<file path="config.mk">
export PLATFORM = sky130hd
export DESIGN_NAME = mips_mem_arbiter
export DESIGN_NICKNAME = d
export VERILOG_FILES = /design/src/rtl/mips_mem_arbiter_pkg.sv /design/src/rtl/mips_mem_arbiter_hold.sv /design/src/rtl/mips_mem_arbiter.sv
export SDC_FILE = /design/constraint.sdc
export NUM_CORES = 1
export LEC_CHECK = 0
export ABC_AREA = 1
export CORE_MARGIN = 2
export CORE_UTILIZATION = 33
export CTS_BUF_LIST = sky130_fd_sc_hd__clkbuf_16
export CTS_CLUSTER_SIZE = 28
export DETAILED_ROUTE_END_ITERATION = 12
export PLACE_DENSITY = 0.81
export SLEW_MARGIN = 25
export SYNTH_ARGS = -nofsm -noshare
export SYNTH_HDL_FRONTEND = slang
export SYNTH_SLANG_ARGS = --single-unit
</file>
<file path="constraint.sdc">
create_clock -name clk -period 1.8 [get_ports clk]
set_clock_uncertainty 0.15 [all_clocks]
set_input_delay 0.27 -clock clk [delete_from_list [all_inputs] [get_ports clk]]
set_output_delay 0.27 -clock clk [all_outputs]
set_load 0.005 [all_outputs]
</file>
<file path="src/rtl/mips_mem_arbiter_pkg.sv">
// Shared types for the mips_mem_arbiter slice: arbiter FSM states and
// SRAM port grant codes.
package mips_mem_arbiter_pkg;

  typedef enum logic {
    ARB_FETCH  = 1'b0,
    ARB_DSTALL = 1'b1
  } arb_state_t;

  typedef enum logic {
    GNT_INS  = 1'b0,
    GNT_DATA = 1'b1
  } arb_gnt_t;

endpackage

</file>
<file path="src/rtl/mips_mem_arbiter_hold.sv">
// arb_hold_reg: 32-bit mux + hold register. Passes live SRAM data when this
// consumer owns the previous cycle's grant, otherwise replays the last value.
module arb_hold_reg #(
  parameter logic [31:0] RST_VAL = '0
) (
  input  logic        clk,
  input  logic        rst,
  input  logic        sel,
  input  logic [31:0] din,
  output logic [31:0] q
);

  logic [31:0] hold;

  // Output: reset value during reset, live data when selected, else held value
  always_comb begin
    q = hold;
    if (!rst)
      q = RST_VAL;
    else if (sel)
      q = din;
  end

  // Capture whatever is presented so it survives the next non-selected cycle
  always_ff @(posedge clk) begin
    if (!rst)
      hold <= RST_VAL;
    else
      hold <= q;
  end

endmodule

</file>
<file path="src/rtl/mips_mem_arbiter.sv">
// mips_mem_arbiter: shares one single-port synchronous SRAM between the
// mips_core fetch port and data port. Data wins; the core is paused for one
// cycle per data access and the following cycle is always given back to fetch.
// Optional build macro MEM_ARB_PERF_EN adds stall_cnt_o (saturating count of
// cycles with pause_o=1).
module mips_mem_arbiter
  import mips_mem_arbiter_pkg::*;
#(
  parameter int          ADDR_W  = 12,
  parameter logic [31:0] RST_INS = 32'h0
) (
  input  logic              clk,
  input  logic              rst,
  input  logic [31:0]       i_addr_i,
  output logic [31:0]       ins_o,
  input  logic [31:0]       d_addr_i,
  input  logic              d_rd_i,
  input  logic [3:0]        d_wr_en_i,
  input  logic [31:0]       d_dout_i,
  output logic [31:0]       d_din_o,
  output logic [ADDR_W-1:0] mem_addr_o,
  output logic [3:0]        mem_wr_en_o,
  output logic [31:0]       mem_dout_o,
  input  logic [31:0]       mem_din_i,
  output logic              pause_o
`ifdef MEM_ARB_PERF_EN
  ,
  output logic [31:0]       stall_cnt_o
`endif
);

  arb_state_t state;
  arb_gnt_t   g_q;
  logic       d_req;
  logic       data_sel;
  logic       unused_addr_bits;

  assign d_req = d_rd_i | (|d_wr_en_i);

  // Upper and byte-offset address bits do not reach the SRAM (wrap-around)
  assign unused_addr_bits = ^{i_addr_i[31:ADDR_W+2], i_addr_i[1:0],
                              d_addr_i[31:ADDR_W+2], d_addr_i[1:0]};

  // Arbiter FSM: a data request in FETCH takes the port for one cycle, then
  // DSTALL unconditionally returns it to fetch so instructions never starve
  always_ff @(posedge clk) begin
    if (!rst) begin
      state <= ARB_FETCH;
      g_q   <= GNT_INS;
    end else begin
      case (state)
        ARB_FETCH: begin
          if (d_req) begin
            state <= ARB_DSTALL;
            g_q   <= GNT_DATA;
          end else begin
            state <= ARB_FETCH;
            g_q   <= GNT_INS;
          end
        end
        default: begin
          state <= ARB_FETCH;
          g_q   <= GNT_INS;
        end
      endcase
    end
  end

  // SRAM port mux and stall; reset forces the instruction side with no write
  always_comb begin
    data_sel    = rst && (state == ARB_FETCH) && d_req;
    pause_o     = data_sel;
    mem_addr_o  = data_sel ? d_addr_i[ADDR_W+1:2] : i_addr_i[ADDR_W+1:2];
    mem_wr_en_o = data_sel ? d_wr_en_i : '0;
    mem_dout_o  = data_sel ? d_dout_i : '0;
  end

  arb_hold_reg #(.RST_VAL(RST_INS)) u_ins_hold (
    .clk (clk),
    .rst (rst),
    .sel (g_q == GNT_INS),
    .din (mem_din_i),
    .q   (ins_o)
  );

  arb_hold_reg #(.RST_VAL(32'h0)) u_data_hold (
    .clk (clk),
    .rst (rst),
    .sel (g_q == GNT_DATA),
    .din (mem_din_i),
    .q   (d_din_o)
  );

`ifdef MEM_ARB_PERF_EN
  // Saturating count of stalled cycles
  always_ff @(posedge clk) begin
    if (!rst)
      stall_cnt_o <= '0;
    else if (pause_o && (stall_cnt_o != '1))
      stall_cnt_o <= stall_cnt_o + 32'd1;
  end
`endif

endmodule

</file>
==> results of run 1 <==
## cells by family (layout without fill, tap and decap cells)
logic type / after synthesis / in the layout / share of synthesized area, %
AND/OR/NAND/NOR: 268 / 270 / 36.6
flip-flops: 65 / 65 / 42.8
AO/OA/AOI/OAI: 65 / 65 / 10.7
buffers and inverters: 67 / 369 / 9.92
## registers in the layout, indices dropped and copies added, names as in the netlist
register	count
g_q	1
u_ins_hold.hold	32
u_data_hold.hold	32
## synthesized netlist by cell type
| library cell | number | area [um2] |
|---|---|---|
| nor2_4 | 8 | 90.1 |
| nand2_1 | 26 | 97.6 |
| buf_4 | 1 | 7.51 |
| nand2_4 | 1 | 11.3 |
| buf_2 | 11 | 55.1 |
| buf_6 | 2 | 22.5 |
| dfxtp_1 | 65 | 1300 |
| nor2_1 | 218 | 818 |
| a21oi_1 | 2 | 10.0 |
| buf_8 | 1 | 15.0 |
| clkbuf_1 | 9 | 33.8 |
| nand3_2 | 1 | 10.0 |
| nand3_1 | 13 | 65.1 |
| inv_2 | 3 | 11.3 |
| inv_4 | 1 | 6.26 |
| inv_1 | 36 | 135 |
| o21ai_0 | 63 | 315 |
| nor2_8 | 1 | 20.0 |
| clkbuf_2 | 3 | 15.0 |
## power by group
group          leakage [nW]  switching, mW  total, mW  internal [mW]
clock                 0.164          0.606       1.94           1.34
sequential            0.541         0.0407       1.60           1.56
combinational          2.70          0.603       1.42          0.817
## layout make-up
| cell class | instances | area [um2] | share of cell area [%] |
|---|---|---|---|
| clock buffer | 9 | 225 | 3.43 |
| clock inverter | 7 | 110 | 1.68 |
| inverter | 40 | 158 | 2.40 |
| multi-input combinational | 335 | 1680 | 25.6 |
| sequential | 65 | 1310 | 19.9 |
| tap | 111 | 139 | 2.12 |
| timing repair buffer | 313 | 2950 | 44.9 |
## what timing repair did
item                       4_1_cts  5_1_grt
setup endpoints to repair      113      107
buffers inserted                23        2
gates cloned                     7        2
pin swaps                       20        4
gates resized for setup        282       66
## worst max path at each step
stage                                 to  cells past startpoint    startpoint  slack (ns)
after floorplan           mem_dout_o[23]                      6           g_q        0.38
after global placement     mem_addr_o[9]                      7  d_wr_en_i[3]       -0.48
after detailed placement  mem_wr_en_o[2]                      7  d_wr_en_i[3]       -0.52
after CTS                       ins_o[0]                      5           g_q       -0.40
after global routing           ins_o[30]                      5           g_q       -0.42
final                           ins_o[0]                      4           g_q       -0.35
## tightest hold or removal path, cell delays in order
cell and delay, ns:
buf_2 0.13, inv_4 0.08, buf_4 0.11, a21oi_1 0.03
## metal layers
metal  vias to the layer above  share of wire, %  global-route usage (%)
met1                      1907                34                    23.3
li1                       2033                 -                       -
met4                         0               5.0                    16.3
met2                       186                54                    44.6
met5                         -                 0                       0
met3                        49               7.5                    7.38
## through the flow
| stage | std cells | hold slack [ns] | setup slack (ns) | area (um2) | setup TNS, ns |
|---|---|---|---|---|---|
| after floorplan | 465 | 0.266 | 0.385 | 3040 | 0 |
| after global placement | 830 | 0.299 | -0.479 | 5700 | -30.00 |
| after detailed placement | 830 | 0.312 | -0.524 | 5700 | -33.08 |
| after CTS | 876 | 0.185 | -0.398 | 6430 | -26.80 |
| after global routing | 880 | 0.200 | -0.422 | 6560 | -31.16 |
| final | 880 | 0.189 | -0.349 | 6560 | -24.71 |
==> results.yml, run 1 <==
worst_hold_path:
  hold_path_class: "in -> reg"
  min_to: "u_data_hold.hold[29]"
  min_from: "rst"
  whs_path_depth: 4
floorplanning:
  num_rows: 35
  start_util_pct: 33.4
  dieArea_mm2: 0.0100
  core_area_mm2: 0.00911
  die_w_um: 100
  io_pins: 248
  die_h_um: 100
critical_path:
  end_kind: "output port"
  regToRegSetupSlack_ns: 0.31
  timing.rr.end: "g_q"
  r2r_cells: 8
  start_kind: "flop"
  crit_buf_inv: 2
  critPathSlowestCell: "clkdlybuf4s50_1"
  rr_startpoint: "g_q"
  critPathRequiredTime_ns: 1.38
  worstSetupPathType: "reg -> out"
  worstPathCellList: "buf_8, o21ai_0, nor2_1, clkdlybuf4s50_1"
  cpLargestDelayFamily: "buffers and inverters"
  path_max_fanout: 18
  worstPathArrival_ns: 1.73
  slowest_delay_ns: 0.52
cells_and_area:
  finish.net_count: 899
  final_util_pct: 72.0
  fillCellCount: 658
  area_growth_syn_to_layout_pct: 116
  drive_gt1_share_pct: 31.6
  layout_commonest_cell: "nor2_1"
  mostFrequentLayoutCells: "nor2_1, clkdlybuf4s50_1, buf_4, dfxtp_1, buf_2"
  diodes: 0
sta:
  hold_viol_final: 0
  min_period_ns: 2.15
  drv_slew: 0
  rsz0062_at_grt: "yes"
  worst_slack_ns: -0.349
  tightest_slew_ns: 0.343
  setup_violations: 94
  slew_headroom_pct: 77.2
  min_period_over_period_pct: 119
  timing.fmax_mhz: 465
place:
  place_congestion: 0.958
  port_buffers: 207
  dp.final_hpwl_um: 8720
routing:
  viasPerCell: 4.74
  drtIter0Drc: 118
  vias: 4175
  wl_per_cell_um: 14.4
  drt-pass1-iter-count: 4
  antenna_left: 0
  routed_wl_um: 12700
  drc: 0
grt:
  antenna_found_initial: 0
  grt.total_usage_pct: 24.3
  overflow: 0
  grt_pass1_wl_um: 19400
  grt_max_degree: 41
  grt_pass1_vias: 4296
power_and_ir_drop:
  cellLeakagePower_nw: 3.41
  ir_drop_mv: 0.444
  power_mw: 4.97
  powerDensity_mw_per_mm2: 757
synthesis:
  postSynthCellCount: 465
  synth_warnings: 0
  synth-seq-cells: 65
  syn_nets: 600
  syn-cell-area_mm2: 0.00304
  yosysSeqAreaShare_pct: 42.8
  ys_types: 19
  synth.avg_cell_area_um2: 6.54
clocking:
  cts_max_level: 3
  clk_pin_slew_worst_paths_ns: 0.05
  postCtsHoldBufs: 0
  clkSinkCount: 65
  worstSkewPairLatency_ns: 0.32
  clockRootBuffer: "clkbuf_16"
  clockBufferDepth: 2
  cts-buffers-inserted: 9
  cts_tree: "done"
outcome:
  violations: "negative setup slack"
  status: "complete, but fails checks"
flow_run:
  max_cap_violations: 0
(Power assumes the default switching activity.)
==> run 2, diff against run 1 <==
--- a/config.mk
+++ b/config.mk
@@ -6,12 +6,15 @@
 export NUM_CORES = 1
 export LEC_CHECK = 0
 export ABC_AREA = 1
+export CAP_MARGIN = 20
 export CORE_MARGIN = 2
 export CORE_UTILIZATION = 33
 export CTS_BUF_LIST = sky130_fd_sc_hd__clkbuf_16
 export CTS_CLUSTER_SIZE = 28
 export DETAILED_ROUTE_END_ITERATION = 12
+export HOLD_SLACK_MARGIN = 0.08
 export PLACE_DENSITY = 0.81
+export SETUP_SLACK_MARGIN = 0.02
 export SLEW_MARGIN = 25
 export SYNTH_ARGS = -nofsm -noshare
 export SYNTH_HDL_FRONTEND = slang
==> run 2 against run 1 <==
Compared with the run above:
- the run still ends with negative setup slack left
- final area unchanged
- routed wire length down 1.0%
- sequential cell count unchanged
- combinational power about the same
- non-clock buffer count unchanged
- clock-buffer cell count is the same
- register-to-register slack hardly changed
- critical path depth up 1
- critical path type unchanged
==> results.yml, run 2 (synthesis gave the netlist of run 1 again) <==
grt:
  overflow: 0
  grt.total_usage_pct: 24.3
  antenna_found_initial: 0
  grt_pass1_vias: 4288
  grt_pass1_wl_um: 19300
  grt_max_degree: 41
sta:
  finalSetupTns_ns: -24.94
  slew_headroom_pct: 77.2
  min_period_ns: 2.15
  drv_slew: 0
  tightest_slew_ns: 0.341
  worst_slack_ns: -0.347
  timing.fmax_mhz: 466
  whs_ns: 0.189
  rsz0062_at_grt: "yes"
  hold_viol_final: 0
  min_period_over_period_pct: 119
  setup_violations: 96
place:
  port_buffers: 207
  placed_area_mm2: 0.00570
  dp.final_hpwl_um: 8720
  place_congestion: 0.958
power_and_ir_drop:
  power_frac_clock_pct: 39.1
  p_int_mw: 3.72
  powerDensity_mw_per_mm2: 756
  combPwrFrac_pct: 28.6
  ir_drop_mv: 0.445
  pwr-share-seq_pct: 32.3
  p_sw_mw: 1.24
  cellLeakagePower_nw: 3.41
  swShare_pct: 25.1
critical_path:
  rr_startpoint: "g_q"
  start_kind: "flop"
  worstPathArrival_ns: 1.73
  worstSetupStartpoint: "g_q"
  path_max_fanout: 11
  critPathRequiredTime_ns: 1.38
  end_kind: "output port"
  worstSetupPathType: "reg -> out"
routing:
  vias: 4156
  drt-pass1-iter-count: 4
  viasPerCell: 4.72
  drc: 0
  antenna_left: 0
  wl_per_cell_um: 14.3
  routed_wl_um: 12600
  drtIter0Drc: 133
clocking:
  cts-buffers-inserted: 9
  clockBufferDepth: 2
  worstSkewPairLatency_ns: 0.32
  clk_pin_slew_worst_paths_ns: 0.05
  cts_tree: "done"
  cts_max_level: 3
  clockRootBuffer: "clkbuf_16"
  postCtsHoldBufs: 0
  clkSinkCount: 65
floorplanning:
  num_rows: 35
  die_w_um: 100
  start_util_pct: 33.4
  io_pins: 248
  dieArea_mm2: 0.0100
  core_area_mm2: 0.00911
  die_h_um: 100
cells_and_area:
  layout_commonest_cell: "nor2_1"
  regArea_mm2: 0.00131
  diodes: 0
  mostFrequentLayoutCells: "nor2_1, clkdlybuf4s50_1, buf_4, dfxtp_1, buf_2"
  final_util_pct: 72.0
  multi_input_area_mm2: 0.00168
  area_growth_syn_to_layout_pct: 116
  drive_gt1_share_pct: 30.7
  top_regs: "u_data_hold.hold (32), u_ins_hold.hold (32), g_q (1)"
  fillCellCount: 666
  finish.net_count: 899
  final_cell_area_mm2: 0.00656
outcome:
  violations: "negative setup slack"
  status: "complete, but fails checks"
flow_run:
  max_cap_violations: 0
worst_hold_path:
  hold_path_class: "in -> reg"
  min_from: "rst"
[run 2: routing by layer]
| layer | share of wire, % | vias to the layer above | track usage, % |
|---|---|---|---|
| met3 | 7.5 | 52 | 7.31 |
| li1 | - | 2031 | - |
| met1 | 34 | 1888 | 23.2 |
| met5 | 0 | - | 0 |
| met4 | 5.2 | 0 | 16.2 |
| met2 | 53 | 185 | 44.8 |
[run 2: layout make-up]
class	count	share of cell area, %
Clock buffer	9	3.43
Clock inverter	7	1.68
Inverter	40	2.40
Multi-Input combinational cell	335	25.5
Sequential cell	65	19.9
Tap cell	111	2.12
Timing Repair Buffer	313	45.0
[run 2: power groups by stage]
stage	Sequential, mW	Combinational, mW	Clock [mW]
final	1.60	1.42	1.94
after global routing	1.61	1.53	2.05
after CTS	1.60	1.37	1.98
after detailed placement	1.62	1.25	0
after global placement	1.62	1.22	0
after floorplan	1.61	0.435	0
[run 2: final timing paths]
| check | to | slack, ns | depth (start not counted) |
|---|---|---|---|
| setup reg to reg | g_q | 0.32 | 8 |
| hold / removal | u_data_hold.hold[29] | 0.19 | 4 |
| hold reg to reg | u_ins_hold.hold[11] | 0.32 | 2 |
| setup / recovery | ins_o[0] | -0.35 | 5 |
[run 2: worst max-delay path, stage by stage (launching register included)]
cell and delay, ns:
dfxtp_4 0.39, inv_6 0.13, buf_12 0.16, nor2_1 0.06, nor2_1 0.14, clkdlybuf4s50_1 0.52
[run 2: per-stage QoR]
stage          power, mW  instances  setup slack (ns)
2_1_floorplan       2.04        465             0.385
3_5_place_dp        2.87        830            -0.524
3_3_place_gp        2.84        830            -0.479
4_1_cts             4.95        876            -0.398
6_report            4.96        880            -0.347
5_1_grt             5.19        880            -0.422
[run 2: repair_timing]
| item | 4_1_cts | 5_1_grt |
|---|---|---|
| endpoints found under the setup margin | 113 | 106 |
| pin swaps | 20 | 5 |
| gates resized for setup | 283 | 59 |
| gates cloned | 7 | 2 |
| setup buffers | 23 | 2 |
